[src/rtl/aes_pkg.sv]
// ---------------------------------------------------------------------------
// aes_pkg
//   Shared types and constant tables for the aes/ datapath.
//   aes_byte_t : one AES state byte.
//   SBOX       : FIPS-197 forward substitution table, indexed by input byte.
//   INV_SBOX   : FIPS-197 inverse substitution table. It is declared only
//                when AES_INV_SBOX_EN is defined, so forward-only builds
//                carry no inverse table at all.
// ---------------------------------------------------------------------------
package aes_pkg;

  typedef logic [7:0] aes_byte_t;

  // Rows of sixteen entries: the row is the high nibble of the index and
  // the column is the low nibble.
  localparam aes_byte_t SBOX [0:255] = '{
    8'h63, 8'h7c, 8'h77, 8'h7b, 8'hf2, 8'h6b, 8'h6f, 8'hc5, 8'h30, 8'h01, 8'h67, 8'h2b, 8'hfe, 8'hd7, 8'hab, 8'h76,
    8'hca, 8'h82, 8'hc9, 8'h7d, 8'hfa, 8'h59, 8'h47, 8'hf0, 8'had, 8'hd4, 8'ha2, 8'haf, 8'h9c, 8'ha4, 8'h72, 8'hc0,
    8'hb7, 8'hfd, 8'h93, 8'h26, 8'h36, 8'h3f, 8'hf7, 8'hcc, 8'h34, 8'ha5, 8'he5, 8'hf1, 8'h71, 8'hd8, 8'h31, 8'h15,
    8'h04, 8'hc7, 8'h23, 8'hc3, 8'h18, 8'h96, 8'h05, 8'h9a, 8'h07, 8'h12, 8'h80, 8'he2, 8'heb, 8'h27, 8'hb2, 8'h75,
    8'h09, 8'h83, 8'h2c, 8'h1a, 8'h1b, 8'h6e, 8'h5a, 8'ha0, 8'h52, 8'h3b, 8'hd6, 8'hb3, 8'h29, 8'he3, 8'h2f, 8'h84,
    8'h53, 8'hd1, 8'h00, 8'hed, 8'h20, 8'hfc, 8'hb1, 8'h5b, 8'h6a, 8'hcb, 8'hbe, 8'h39, 8'h4a, 8'h4c, 8'h58, 8'hcf,
    8'hd0, 8'hef, 8'haa, 8'hfb, 8'h43, 8'h4d, 8'h33, 8'h85, 8'h45, 8'hf9, 8'h02, 8'h7f, 8'h50, 8'h3c, 8'h9f, 8'ha8,
    8'h51, 8'ha3, 8'h40, 8'h8f, 8'h92, 8'h9d, 8'h38, 8'hf5, 8'hbc, 8'hb6, 8'hda, 8'h21, 8'h10, 8'hff, 8'hf3, 8'hd2,
    8'hcd, 8'h0c, 8'h13, 8'hec, 8'h5f, 8'h97, 8'h44, 8'h17, 8'hc4, 8'ha7, 8'h7e, 8'h3d, 8'h64, 8'h5d, 8'h19, 8'h73,
    8'h60, 8'h81, 8'h4f, 8'hdc, 8'h22, 8'h2a, 8'h90, 8'h88, 8'h46, 8'hee, 8'hb8, 8'h14, 8'hde, 8'h5e, 8'h0b, 8'hdb,
    8'he0, 8'h32, 8'h3a, 8'h0a, 8'h49, 8'h06, 8'h24, 8'h5c, 8'hc2, 8'hd3, 8'hac, 8'h62, 8'h91, 8'h95, 8'he4, 8'h79,
    8'he7, 8'hc8, 8'h37, 8'h6d, 8'h8d, 8'hd5, 8'h4e, 8'ha9, 8'h6c, 8'h56, 8'hf4, 8'hea, 8'h65, 8'h7a, 8'hae, 8'h08,
    8'hba, 8'h78, 8'h25, 8'h2e, 8'h1c, 8'ha6, 8'hb4, 8'hc6, 8'he8, 8'hdd, 8'h74, 8'h1f, 8'h4b, 8'hbd, 8'h8b, 8'h8a,
    8'h70, 8'h3e, 8'hb5, 8'h66, 8'h48, 8'h03, 8'hf6, 8'h0e, 8'h61, 8'h35, 8'h57, 8'hb9, 8'h86, 8'hc1, 8'h1d, 8'h9e,
    8'he1, 8'hf8, 8'h98, 8'h11, 8'h69, 8'hd9, 8'h8e, 8'h94, 8'h9b, 8'h1e, 8'h87, 8'he9, 8'hce, 8'h55, 8'h28, 8'hdf,
    8'h8c, 8'ha1, 8'h89, 8'h0d, 8'hbf, 8'he6, 8'h42, 8'h68, 8'h41, 8'h99, 8'h2d, 8'h0f, 8'hb0, 8'h54, 8'hbb, 8'h16
  };

`ifdef AES_INV_SBOX_EN
  localparam aes_byte_t INV_SBOX [0:255] = '{
    8'h52, 8'h09, 8'h6a, 8'hd5, 8'h30, 8'h36, 8'ha5, 8'h38, 8'hbf, 8'h40, 8'ha3, 8'h9e, 8'h81, 8'hf3, 8'hd7, 8'hfb,
    8'h7c, 8'he3, 8'h39, 8'h82, 8'h9b, 8'h2f, 8'hff, 8'h87, 8'h34, 8'h8e, 8'h43, 8'h44, 8'hc4, 8'hde, 8'he9, 8'hcb,
    8'h54, 8'h7b, 8'h94, 8'h32, 8'ha6, 8'hc2, 8'h23, 8'h3d, 8'hee, 8'h4c, 8'h95, 8'h0b, 8'h42, 8'hfa, 8'hc3, 8'h4e,
    8'h08, 8'h2e, 8'ha1, 8'h66, 8'h28, 8'hd9, 8'h24, 8'hb2, 8'h76, 8'h5b, 8'ha2, 8'h49, 8'h6d, 8'h8b, 8'hd1, 8'h25,
    8'h72, 8'hf8, 8'hf6, 8'h64, 8'h86, 8'h68, 8'h98, 8'h16, 8'hd4, 8'ha4, 8'h5c, 8'hcc, 8'h5d, 8'h65, 8'hb6, 8'h92,
    8'h6c, 8'h70, 8'h48, 8'h50, 8'hfd, 8'hed, 8'hb9, 8'hda, 8'h5e, 8'h15, 8'h46, 8'h57, 8'ha7, 8'h8d, 8'h9d, 8'h84,
    8'h90, 8'hd8, 8'hab, 8'h00, 8'h8c, 8'hbc, 8'hd3, 8'h0a, 8'hf7, 8'he4, 8'h58, 8'h05, 8'hb8, 8'hb3, 8'h45, 8'h06,
    8'hd0, 8'h2c, 8'h1e, 8'h8f, 8'hca, 8'h3f, 8'h0f, 8'h02, 8'hc1, 8'haf, 8'hbd, 8'h03, 8'h01, 8'h13, 8'h8a, 8'h6b,
    8'h3a, 8'h91, 8'h11, 8'h41, 8'h4f, 8'h67, 8'hdc, 8'hea, 8'h97, 8'hf2, 8'hcf, 8'hce, 8'hf0, 8'hb4, 8'he6, 8'h73,
    8'h96, 8'hac, 8'h74, 8'h22, 8'he7, 8'had, 8'h35, 8'h85, 8'he2, 8'hf9, 8'h37, 8'he8, 8'h1c, 8'h75, 8'hdf, 8'h6e,
    8'h47, 8'hf1, 8'h1a, 8'h71, 8'h1d, 8'h29, 8'hc5, 8'h89, 8'h6f, 8'hb7, 8'h62, 8'h0e, 8'haa, 8'h18, 8'hbe, 8'h1b,
    8'hfc, 8'h56, 8'h3e, 8'h4b, 8'hc6, 8'hd2, 8'h79, 8'h20, 8'h9a, 8'hdb, 8'hc0, 8'hfe, 8'h78, 8'hcd, 8'h5a, 8'hf4,
    8'h1f, 8'hdd, 8'ha8, 8'h33, 8'h88, 8'h07, 8'hc7, 8'h31, 8'hb1, 8'h12, 8'h10, 8'h59, 8'h27, 8'h80, 8'hec, 8'h5f,
    8'h60, 8'h51, 8'h7f, 8'ha9, 8'h19, 8'hb5, 8'h4a, 8'h0d, 8'h2d, 8'he5, 8'h7a, 8'h9f, 8'h93, 8'hc9, 8'h9c, 8'hef,
    8'ha0, 8'he0, 8'h3b, 8'h4d, 8'hae, 8'h2a, 8'hf5, 8'hb0, 8'hc8, 8'heb, 8'hbb, 8'h3c, 8'h83, 8'h53, 8'h99, 8'h61,
    8'h17, 8'h2b, 8'h04, 8'h7e, 8'hba, 8'h77, 8'hd6, 8'h26, 8'he1, 8'h69, 8'h14, 8'h63, 8'h55, 8'h21, 8'h0c, 8'h7d
  };
`endif

endpackage

[src/rtl/s_box_lut.sv]
// ---------------------------------------------------------------------------
// s_box_lut
//   Purely combinational AES byte substitution lookup.
//   Ports:
//     i_byte : byte to substitute
//     i_inv  : 1 selects the inverse table (present only with AES_INV_SBOX_EN)
//     o_sub  : substituted byte
//   Macro AES_INV_SBOX_EN adds i_inv and the inverse table; without it the
//   lookup is the forward table only.
// ---------------------------------------------------------------------------
module s_box_lut
  import aes_pkg::*;
(
  input  logic [7:0] i_byte,
`ifdef AES_INV_SBOX_EN
  input  logic       i_inv,
`endif
  output logic [7:0] o_sub
);

  aes_byte_t w_fwd;

  // The table is a constant, so this index synthesises to a 256-entry ROM
  // made of plain logic with no storage.
  assign w_fwd = SBOX[i_byte];

`ifdef AES_INV_SBOX_EN
  aes_byte_t w_inv;

  assign w_inv = INV_SBOX[i_byte];

  // Both tables are looked up in parallel and the result is picked last,
  // keeping the inv select off the long path through the ROM.
  assign o_sub = i_inv ? w_inv : w_fwd;
`else
  assign o_sub = w_fwd;
`endif

endmodule

[src/rtl/s_box.sv]
// ---------------------------------------------------------------------------
// s_box
//   Registered AES SubBytes primitive: one byte in, its S-box value out one
//   clock later. Instantiate 4 or 16 copies for word or state substitution.
//   Ports:
//     clk     : rising-edge clock
//     rst_n   : asynchronous active-low reset, clears subByte to 00
//     inByte  : byte to substitute, sampled every rising edge
//     inv     : 1 = inverse S-box (present only with AES_INV_SBOX_EN)
//     subByte : registered substitution result
//   Macro AES_INV_SBOX_EN adds the inv port and the inverse table.
// ---------------------------------------------------------------------------
module s_box
  import aes_pkg::*;
(
  input  logic       clk,
  input  logic       rst_n,
  input  logic [7:0] inByte,
`ifdef AES_INV_SBOX_EN
  input  logic       inv,
`endif
  output logic [7:0] subByte
);

  aes_byte_t w_lutOut;
  aes_byte_t r_subByte;

  s_box_lut u_lut (
    .i_byte (inByte),
`ifdef AES_INV_SBOX_EN
    .i_inv  (inv),
`endif
    .o_sub  (w_lutOut)
  );

  // The output comes straight from a flop, so no lookup glitches are
  // visible downstream. Reset clears it without waiting for a clock, and a
  // byte sampled on an edge that coincides with reset is dropped.
  always_ff @(posedge clk or negedge rst_n) begin
    if (!rst_n) begin
      r_subByte <= '0;
    end else begin
      r_subByte <= w_lutOut;
    end
  end

  assign subByte = r_subByte;

endmodule

[config.mk]
export PLATFORM = sky130hd
export DESIGN_NAME = s_box
export DESIGN_NICKNAME = d
export VERILOG_FILES = /design/src/rtl/aes_pkg.sv /design/src/rtl/s_box_lut.sv /design/src/rtl/s_box.sv
export SDC_FILE = /design/constraint.sdc
export NUM_CORES = 1
export LEC_CHECK = 0
export CORE_ASPECT_RATIO = 0.75
export CORE_MARGIN = 4
export CORE_UTILIZATION = 55
export CTS_BUF_LIST = sky130_fd_sc_hd__clkbuf_4 sky130_fd_sc_hd__clkbuf_8
export DETAILED_ROUTE_END_ITERATION = 8
export PLACE_DENSITY = 0.77
export SYNTH_ARGS = -nofsm -noshare
export SYNTH_HDL_FRONTEND = slang
export SYNTH_SLANG_ARGS = --single-unit
[constraint.sdc]
create_clock -name clk -period 0.8 [get_ports clk]
set_clock_uncertainty 0.05 [all_clocks]
set_input_delay 0.16 -clock clk [delete_from_list [all_inputs] [get_ports clk]]
set_output_delay 0.16 -clock clk [all_outputs]
set_load 0.01 [all_outputs]
==> results of run 1 <==
[layer usage]
metal,overflow,global-route usage (%)
met1,2,81.18
met2,14,87.63
met3,2,65.85
met4,16,69.72
met5,0,39.16
[repair_timing]
action	CTS
setup endpoints to repair	16
buffers inserted	9
gates cloned	0
resized for setup	121
pin swaps	26
[through the flow]
| stage | cell area, um2 | utilization [%] |
|---|---|---|
| after CTS | 5563 | 86.75 |
| after detailed placement | 5196 | 81.03 |
| after global placement | 5196 | 81.03 |
| after floorplan | 3786 | - |
[cell families after synthesis]
family          after synthesis  synth area share, %
flops                         8                5.433
buf+inv                      81                12.33
fa+ha+maj                    15                5.093
xor+xnor                      1               0.2377
compound gates              226                42.99
simple gates                224                31.61
mux                           6                2.309
==> flow_results.org, run 1 <==
** Die
- Die boundary height :: approximately 79 um
- Row Count :: 25
- Horizontal die dimension :: just over 100 um
- Effective utilization at floorplan :: 57.46%
- Top-level port count :: 18

** Yosys
- The largest total area in the synthesized netlist belongs to a21oi_1.
- Ranked by instance count, the synthesized netlist is headed by nor2_1, nand2_1, a21oi_1.
- Post-Synthesis Net Count :: ~590
- Most frequently used cell type in the post-synthesis netlist :: nor2_1
- In the post-synthesis netlist, the biggest area contributors are a21oi_1, dfrtp_1, ha_1.
- Counting flops and latches in the post-synthesis netlist gives 8.
- Counting distinct cell types in the post-synthesis netlist gives between 70 and 80.
- Share of synthesized area occupied by flip-flops and latches :: 5.433%
- Syn. warnings :: 0
- EDFF count, synth :: 0
- For this run, asynchronously set or reset flops after synthesis account for 100.0%.
- The cell area that synthesis handed to floorplanning was 3685 um2.
- The average instance in the mapped netlist occupies roughly 6.6 um2.
- Top_reg_cell synth :: dfrtp_1
- Counting every instance in the synthesized netlist gives about 560.
- Post-synth top area share :: about 5.7%

** Run status
- Status :: aborted with a tool error
- Tool error :: [ERROR GRT-0232] Routing congestion too high. Check the congestion heatmap in the GUI.
- Last step reached :: global routing

** Global routing
- Maximum number of pins on one net before global-route repair :: 34
- Overall routing resource usage :: 77.14%
- For this run the aggregate overflow at the end of global routing stands at 34.

** Clocking
- The root buffer cell chosen for the clock tree is clkbuf_8.
- After clock tree synthesis, the flow added hold-fix buffers numbering 0.
- Clock tree synthesis inserted a total of 3 buffers.
- CTS saw 8 sinks.
- CTS built an H-tree with a depth of 1.
- Number of buffers between clock root and the deepest sink :: 2

** Placement
- During placement, the flow inserted port buffers numbering 17.
- Once placement completed, the tool counted placed cells totaling roughly 800.
- HPWL Detailed :: roughly 15,000 um
- Routability-driven placement finished with a final weighted congestion of 1.343.
- Prior to clock tree synthesis, the placed netlist has a worst setup slack of -1.985 ns.
==> run 2, diff against run 1 <==
Settings changed: CORE_ASPECT_RATIO 0.75 to unset, CORE_UTILIZATION 55 to 40, CTS_BUF_LIST sky130_fd_sc_hd__clkbuf_4 sky130_fd_sc_hd__clkbuf_8 to unset, PLACE_DENSITY 0.77 to unset, PLACE_DENSITY_LB_ADDON set to 0.15.
Clock period 0.8 ns to 1.05 ns, I/O delays scaled along.
==> run 2 against run 1 <==
Compared with the run above:
- the flow now finishes, with violations (negative setup slack)
- synthesized cell count did not move
- synthesized area unchanged
==> flow_results.org, run 2 <==
** Pwr
- For this design the ratio of total power to cell area is between 600 and 700 nW/um2.
- Across the VDD grid, the largest voltage drop is roughly 330 uV.
- Summed over all cells, the static leakage comes to ~2.3 nW.
- Overall power of the completed layout :: 3.669 mW

** Detailed routing
- Vias per inst :: 7.142
- Number of DRC violations after detailed routing :: 0
- After detailed routing, the average wire length per cell comes to between 20 and 25 um.
- Detailed routing inserted a total of roughly 5,900 vias.
- In this run the remaining antenna-violating nets after routing total 0.
- After the first detailed-routing iteration, the DRC count stood at roughly 1,100.
- The first detailed-routing pass took 7 iterations.
- Wirelength, routed :: roughly 21,000 um

** Die
- Row Count :: 34 (+36%)
- Overall die area :: approximately 11,000 um2
- Effective utilization at floorplan :: 41.64% (-16 points)
- The number of top-level pins came to 18 (unchanged).
- The die height was 104.0 um (+32%).
- Horizontal die dimension :: 104.0 um (+1.4%)
- Core box area :: roughly 8800 um2

** Yosys
- Top_reg_cell synth :: dfrtp_1
- Cells after Synth :: 561 (unchanged)
- Share of synthesized area occupied by flip-flops and latches :: 5.433% (unchanged)
- Post-Synthesis Net Count :: 586 (unchanged)
- The proportion of netlist area held by the largest area contributor is 5.705% (unchanged).
- Leading post-synthesis cells by cell area :: a21oi_1, dfrtp_1, ha_1
- In the synthesized netlist, the cells that appear most often are nor2_1, nand2_1, a21oi_1.
- The number of warnings issued by yosys was 0 (unchanged).
- The register bit total from synthesis was 8 (unchanged).
- Of all cell types, the one taking the most synthesized area is a21oi_1.
- Average footprint of a synthesized cell :: 6.568 um2 (unchanged)
- Most frequently used cell type in the post-synthesis netlist :: nor2_1
- EDFF count, synth :: 0 (unchanged)
- Netlist cell types :: 74 (unchanged)
- Fraction of registers with async set or reset after synthesis :: 100.0% (unchanged)
- The combined area of all synthesized cells came to 3685 um2 (unchanged).

** Global routing
- Entering global routing, the biggest net connects 33 pins.
- The first global-routing pass estimated around 31,000 um of wire.
- Overflow left after global routing :: 0
- Initial antenna violation count :: 0
- The via count of the first global-routing pass was between 5,000 and 6,000.
- Global routing used between 30% and 40% of the available tracks.

** Timing
- The max-slew violation count was 0.
- Setup slack on the critical path of the routed design comes to -0.8953 ns.
- Worst slew margin :: about 61%
- Timing would allow up to just over 500 MHz.
- Setup violations remaining at the end of the flow were counted as 9.
- Setup repair after global routing could not meet its margin everywhere.
- Transition time at the pin with the least slew margin :: between 0.5 and 0.6 ns
- Final number of hold-violating endpoints :: 0
- Final Critical Period :: 1.945 ns
- Final cycle utilization of the critical path :: 185.3%

** Placement
- The worst slack at placement was -1.946 ns (+0.03949 ns).
- The half-perimeter wire length after placement came to 15,520 um (+2.1%).
- Dpl cells :: 808 (+3.6%)
- Quantity of I/O buffers inserted on ports :: 17 (unchanged)
- The routability congestion estimate was 1.144 (-15%).

** Layout
- Max FFs per register :: 8
- Fill cells in the final layout number 768.
- N_diodes :: 0
- Final instance count without filler cells :: 824
- Syn-to-layout area delta :: 57.42%
- Leaving out fill and tap cells, the most frequent cell in the layout is buf_4.
- Commonest cells after routing, fill and taps aside :: buf_4, nor2_1, nand2_1
- At the end of the flow, the number of nets in the layout was 743.
- Of the cells placed in the final design, the portion with a size suffix greater than 1 is 44.83%.

** Clocking
- Clock-pin slew on the worst setup and hold paths :: around 0.060 ns
- The number of H-tree levels came to 1 (unchanged).
- Cts-stage hold buffer count :: 0 (unchanged)
- Clock root buffer :: clkbuf_8
- The number of buffers created by CTS is 3 (unchanged).
- Clock tree from TritonCTS :: yes
- Number of buffers between clock root and the deepest sink :: 2 (unchanged)
- The total clock sinks is 8 (unchanged).

** Critical path
- Nature of the critical path startpoint :: input port
- Required time of the critical path :: around 1.1 ns
- Crit Path Category :: in -> reg
- The worst setup path is captured at a flip-flop.
- Of all nets on the critical path, the largest fanout is 5.
- Data arrives at the worst endpoint at between 1.5 and 2 ns.

** Run status
- Failing checks :: negative setup slack
- The run finished, with violations left.

** Worst hold path
- In this run the worst hold path is classified as in -> async.

** Job
- Across the run, the number of max-cap violations was 0.
==> run 2: cell counts after synthesis <==
No cell type changed its count.
==> run 2: worst max-delay path: stages <==
cell,delay [ns]
buf_12,0.11
clkinvlp_4,0.08
buf_6,0.13
ha_4,0.16
buf_4,0.11
nand2b_1,0.07
and3_4,0.18
a311o_1,0.26
a31oi_1,0.22
buf_4,0.16
a311o_1,0.16
o221ai_2,0.13
==> run 2: final cells by class <==
class                   count  area, um2  area share [%]
flip-flops and latches      8      200.2           3.451
repair buffers            223       1891           32.59
well taps                 108      135.1           2.330
clock buffers               3      41.29          0.7118
inverters                  10      51.30          0.8844
multi-input cells         472       3482           60.03
==> run 2: final timing paths <==
path	startpoint	endpoint	cells past startpoint
setup / recovery	inByte[1]	subByte[1]$_DFF_PN0_	12
hold / removal	rst_n	subByte[0]$_DFF_PN0_	1
max in group asynchronous	rst_n	subByte[5]$_DFF_PN0_	1
min in group clk	inByte[5]	subByte[3]$_DFF_PN0_	6
==> run 2: cell families after synthesis <==
group / after synthesis / synth area share, %
flip-flops: 8 / 5.433
AND/OR/NAND/NOR: 224 / 31.61
buffers and inverters: 81 / 12.33
AO/OA/AOI/OAI: 226 / 42.99
adder cells (fa/ha/maj): 15 / 5.093
XOR/XNOR: 1 / 0.2377
multiplexers: 6 / 2.309
==> run 2: what timing repair did <==
item / 4_1_cts / 5_1_grt
buffers inserted: 7 / 6
endpoints found under the setup margin: 16 / 9
resized for setup: 118 / 47
pin swaps: 26 / 36
==> run 2: layer usage <==
| layer | vias up | wire, um | track usage [%] |
|---|---|---|---|
| li1 | 2474 | - | - |
| met1 | 2690 | 7394 | 47.06 |
| met2 | 578 | 8674 | 54.74 |
| met3 | 143 | 3246 | 10.68 |
| met4 | 0 | 1274 | 15.86 |
| met5 | - | 0 | 0 |
==> run 2: where the power goes <==
| group | internal, mW | switching, mW |
|---|---|---|
| Combinational | 1.30 | 1.60 |
| Clock | 0.251 | 0.152 |
| Sequential | 0.352 | 0.0125 |
| Total | 1.90 | 1.77 |
==> run 2: stage by stage <==
stage	hold slack, ns	setup TNS, ns	util (%)	cell area, um2
after floorplan	-0.1356	-7.992	-	3786
after global placement	0.4968	-14.29	58.91	5213
after detailed placement	0.4926	-14.56	58.91	5213
after CTS	0.2378	-6.201	62.67	5545
after global routing	0.2509	-6.892	65.55	5801
final	0.2262	-6.526	65.55	5801
(Power assumes the default switching activity.)
